$ cat src/rtl/dequant_rr_scheduler.sv
// Round-robin issue scheduler that shares one fixed-latency dequantizer among
// several requesters and returns each result tagged with its requester id.
module dequant_rr_scheduler #(
    parameter int unsigned  NUM_REQ = 4,
    parameter int unsigned  LATENCY = 5,
    parameter int unsigned  DATA_W  = 32,
    localparam int unsigned ID_W    = (NUM_REQ > 1) ? $clog2(NUM_REQ) : 1
) (
    input  logic                      clk,
    input  logic                      rst,
    input  logic                      enable,
    input  logic                      drain_req,
    input  logic [NUM_REQ-1:0]        req_valid,
    input  logic [NUM_REQ*DATA_W-1:0] req_level,
    input  logic [NUM_REQ-1:0]        req_is_weight,
    output logic [NUM_REQ-1:0]        req_ready,
    output logic [DATA_W-1:0]         dq_level_int,
    output logic                      dq_is_weight,
    input  logic [DATA_W-1:0]         dq_weight_fp,
    output logic [NUM_REQ-1:0]        rsp_valid,
    output logic [ID_W-1:0]           rsp_id,
    output logic [DATA_W-1:0]         rsp_data,
    output logic                      busy,
    output logic                      drain_done
);
    typedef enum logic [1:0] {IDLE, RUN, DRAIN} state_t;

    state_t             state;
    logic [ID_W-1:0]    rr_ptr;
    logic [LATENCY-1:0] tag_valid;
    logic [ID_W-1:0]    tag_id [LATENCY];
    logic               grant_en;
    logic               grant_found;
    logic               handshake;
    logic [ID_W-1:0]    grant_id;

    // drain_req gates grants even while the state is still RUN
    assign grant_en  = (state == RUN) && enable && !drain_req;
    assign handshake = grant_en && grant_found;
    assign busy      = (|tag_valid) || (|rsp_valid);

    // First valid lane scanning upward from rr_ptr, wrapping at NUM_REQ
    always_comb begin
        int unsigned idx;
        idx         = 0;
        grant_found = 1'b0;
        grant_id    = '0;
        for (int unsigned k = 0; k < NUM_REQ; k++) begin
            idx = (32'(rr_ptr) + k) % NUM_REQ;
            if (!grant_found && req_valid[ID_W'(idx)]) begin
                grant_found = 1'b1;
                grant_id    = ID_W'(idx);
            end
        end
    end

    always_comb begin
        req_ready    = '0;
        dq_level_int = '0;
        dq_is_weight = 1'b0;
        if (handshake) begin
            req_ready[grant_id] = 1'b1;
            dq_level_int        = req_level[32'(grant_id) * DATA_W +: DATA_W];
            dq_is_weight        = req_is_weight[grant_id];
        end
    end

    always_ff @(posedge clk) begin
        if (!rst) begin
            state      <= IDLE;
            rr_ptr     <= '0;
            tag_valid  <= '0;
            for (int unsigned k = 0; k < LATENCY; k++) begin
                tag_id[k] <= '0;
            end
            rsp_valid  <= '0;
            rsp_id     <= '0;
            rsp_data   <= '0;
            drain_done <= 1'b0;
        end else begin
            drain_done <= 1'b0;
            case (state)
                IDLE: begin
                    if (enable && !drain_req) begin
                        state <= RUN;
                    end
                end
                RUN: begin
                    if (drain_req) begin
                        state <= DRAIN;
                    end else if (!enable && !busy) begin
                        state <= IDLE;
                    end
                end
                DRAIN: begin
                    if (!busy) begin
                        state      <= IDLE;
                        drain_done <= 1'b1;
                    end
                end
                default: state <= IDLE;
            endcase

            if (handshake) begin
                rr_ptr <= (grant_id == ID_W'(NUM_REQ - 1)) ? '0 : grant_id + 1'b1;
            end

            // Tag pipe tracks the dequantizer latency exactly; it never stalls
            tag_valid <= {tag_valid[LATENCY-2:0], handshake};
            tag_id[0] <= grant_id;
            for (int unsigned k = 1; k < LATENCY; k++) begin
                tag_id[k] <= tag_id[k-1];
            end

            rsp_valid <= '0;
            if (tag_valid[LATENCY-1]) begin
                rsp_valid[tag_id[LATENCY-1]] <= 1'b1;
                rsp_id                       <= tag_id[LATENCY-1];
                rsp_data                     <= dq_weight_fp;
            end
        end
    end
endmodule

$ cat config.mk
export PLATFORM = sky130hd
export DESIGN_NAME = dequant_rr_scheduler
export DESIGN_NICKNAME = d
export VERILOG_FILES = /design/src/rtl/dequant_rr_scheduler.sv
export SDC_FILE = /design/constraint.sdc
export NUM_CORES = 1
export LEC_CHECK = 0
export CORE_MARGIN = 4
export CORE_UTILIZATION = 36
export DETAILED_ROUTE_END_ITERATION = 8
export GPL_ROUTABILITY_DRIVEN = 0
export HOLD_SLACK_MARGIN = 0.05
export PLACE_DENSITY_LB_ADDON = 0.15
export SLEW_MARGIN = 20
export SYNTH_ARGS = -nofsm -noshare
export SYNTH_HDL_FRONTEND = slang
export SYNTH_SLANG_ARGS = --single-unit
$ cat constraint.sdc
create_clock -name clk -period 4.1 [get_ports clk]
set_input_delay 0.82 -clock clk [delete_from_list [all_inputs] [get_ports clk]]
set_output_delay 0.82 -clock clk [all_outputs]
set_load 0.03 [all_outputs]
==> results.py <==
metrics = {
    "run_status": {
        "status": "finished, final reports clean",
    },
    "die": {
        "design.core.area_um2": 8380,
        "die_w_um": 102,
        "die_height_um": 102,
        "pin_count": 249,
        "fp-row-count": 33,
        "dieArea_um2": 10300,
        "start_util": 0.376,
    },
    "sta": {
        "slew_headroom": 0.609,
        "fmax_mhz": 250,
        "setup_tns_ns": 0,
        "period_minus_slack_ns": 3.99,
        "period_share": 0.974,
        "drv_slew": 0,
        "worst_pin_slew_ns": 0.587,
        "skew_ns": 0.00514,
        "setup_violations": 0,
        "hold_violations": 0,
        "fin_ws_ns": 0.107,
        "rsz0062_at_grt": "false",
    },
    "logic_synthesis": {
        "synth_top_family_by_area": "compound AO/OA/AOI/OAI gates",
        "synthSimpleGateAreaFrac": 0.220,
        "seq_area_frac_synth": 0.368,
        "synthAdderAreaFrac": 0.00397,
        "synth_nets": 531,
        "yosys_warnings": 0,
        "synth-compound-area-share": 0.229,
        "syn_area_um2": 3150,
        "ys.flop_type": "dfxtp_1",
        "synth_edf_count": 0,
        "synth_xor_area_frac": 0,
        "syn-instance-count": 358,
        "postSynthAreaPerCell_um2": 8.81,
        "async_flop_share": 0,
        "synth.distinct_cells": 34,
        "ys_ff_latch": 58,
        "synthMuxAreaShare": 0.124,
    },
    "detailed_routing": {
        "viasPerCell": 5.15,
        "route.vias.total": 3617,
        "drcViolationCount": 0,
        "detail-route-antenna-nets": 0,
        "firstDrtPassIters": 4,
        "drt-total-wl_um": 12400,
        "wire_per_inst_um": 17.6,
        "drt_iter0_markers": 156,
    },
    "final_layout": {
        "layout.nets": 766,
        "area_growth_pct": 84.6,
        "most-common-layout-cells": "clkdlybuf4s50_1 (210), dfxtp_1 (57), buf_4 (42)",
        "diodes": 0,
        "final_cells": 703,
        "layout-drive-gt1-share": 0.117,
        "final_common_cell": "clkdlybuf4s50_1",
    },
    "placed_design": {
        "numPlacedInstances": 687,
        "dp_hpwl_um": 9620,
        "pre_cts_slack_ns": 0.132,
        "portBuffers": 248,
    },
    "grt": {
        "use_met2": 0.384,
        "grt_max_degree": 43,
        "grt_pass1_vias": 3410,
        "antenna_found_initial": 0,
        "grt_usage": 0.221,
        "met3_usage": 0.0723,
        "overflow": 0,
        "use_met1": 0.265,
        "grt_pass1_wl_um": 18100,
        "gr-max-usage-layer": "met2",
    },
    "clock_network": {
        "cts_tree": "done",
        "clockBufferDepth": 2,
        "cts_resized": 0,
        "cts_hold_buf": 0,
        "postCtsSetupBuffers": 0,
        "clk_latency_ns": 0.33,
        "htreeDepth": 3,
        "cts.sinks": 58,
        "cts-root-buf": "clkbuf_8",
        "path_clk_slew_ns": 0.06,
        "numCtsBuffers": 9,
    },
    "setup_path": {
        "ff2ff_setup_slack_ns": 2.22,
        "crit_arrival_ns": 3.17,
        "worst_r2r_endpoint": "rr_ptr[1]$_SDFFE_PN0P_",
        "cpMostUsedCell": "buf_12",
        "max_stage_delay_ns": 0.55,
        "cp-start-kind": "primary input",
        "worstPathRequired_ns": 3.28,
        "crit_type": "in2out",
        "cp_max_fo": 30,
        "crit_chain": "clkdlybuf4s50_1, nor2b_1, or4_1, nand2_2, and2_1, buf_12, a221o_1, buf_12",
        "worstSetupEndpointType": "primary output",
        "reg2regPathDepth": 6,
        "crit_slowest_cell": "or4_1",
        "r2r_start": "rr_ptr[0]$_SDFFE_PN0P_",
    },
    "min_path": {
        "holdPathStages": 1,
        "min_to": "tag_id[0][9]$_SDFF_PN0_",
        "hp-class": "reg2reg",
        "holdCritStartpoint": "tag_id[0][7]$_SDFF_PN0_",
    },
    "power": {
        "ir_worst_vdd_v": 0.000330,
        "p_leak_uw": 0.00213,
        "pwr_density_cell_nw_per_um2": 220,
    },
    "job": {
        "drv_cap": 0,
    },
}
-- metal layers --
metal  wire [µm]  share of wire
met3        1170          0.094
met2        6180           0.50
met5           0              0
met4         240          0.019
met1        4790           0.39
-- flip-flops by register name (all words and copies together) (netlist names) --
name	flops
rsp_id	2
rr_ptr	2
rsp_data	32
tag_id	10
rsp_valid	4
drain_done	1
tag_valid	5
state	2
-- per-stage QoR --
stage	hold WS, ns	total power (µW)	utilization	cell area, µm²
finish	0.430	1280	0.695	5820
floorplan	0.412	659	-	3150
global placement	0.414	840	0.675	5660
CTS	0.433	1300	0.695	5830
detailed placement	0.419	845	0.675	5660
global route	0.449	1340	0.695	5820
-- layout make-up --
class | instances | area [µm²]
clock inverter | 5 | 30.0
sequential | 58 | 1160
fill | 635 | 2560
multi-input combinational | 265 | 1830
inverter | 1 | 3.75
timing repair buffer | 258 | 2520
clock buffer | 11 | 141
tap | 105 | 131
-- logic make-up after synthesis --
family	Yosys count
compound gates	103
fa+ha+maj	1
buf+inv	35
flops	58
mux	39
simple gates	122
-- critical path: cells and delay by family --
family | cells | cell delay [ns]
AO/OA/AOI/OAI | 1 | 0.26
AND/OR/NAND/NOR | 4 | 1.25
buffers and inverters | 3 | 0.82
-- how the worst max path moves through the flow --
stage / start / end / slack (ns)
finish: req_valid[0] / dq_level_int[19] / 0.11
global route: req_valid[0] / dq_level_int[19] / 0.04
CTS: req_valid[0] / dq_level_int[19] / 0.13
detailed placement: req_valid[0] / dq_level_int[19] / 0.13
global placement: req_valid[0] / dq_level_int[19] / 0.22
floorplan: req_valid[0] / dq_level_int[8] / 0.63
-- synthesized netlist by cell type (4+ instances only) --
| cell type | count | area [µm²] |
|---|---|---|
| dfxtp_1 | 58 | 1160 |
| mux2i_1 | 39 | 390 |
| nor2b_1 | 38 | 238 |
| nand3_1 | 34 | 170 |
| o21ai_0 | 33 | 165 |
| a21oi_1 | 30 | 150 |
| a221o_1 | 29 | 290 |
| and2_1 | 18 | 113 |
| clkbuf_1 | 18 | 67.6 |
| nor2_1 | 8 | 30.0 |
| nand2_1 | 6 | 22.5 |
| buf_1 | 5 | 18.8 |
| buf_2 | 4 | 20.0 |
| buf_4 | 4 | 30.0 |
-- power by group --
group	switching [µW]	internal, µW
sequential	1.74	567
clock	214	232
combinational	84.6	180
(Power assumes the default switching activity.)
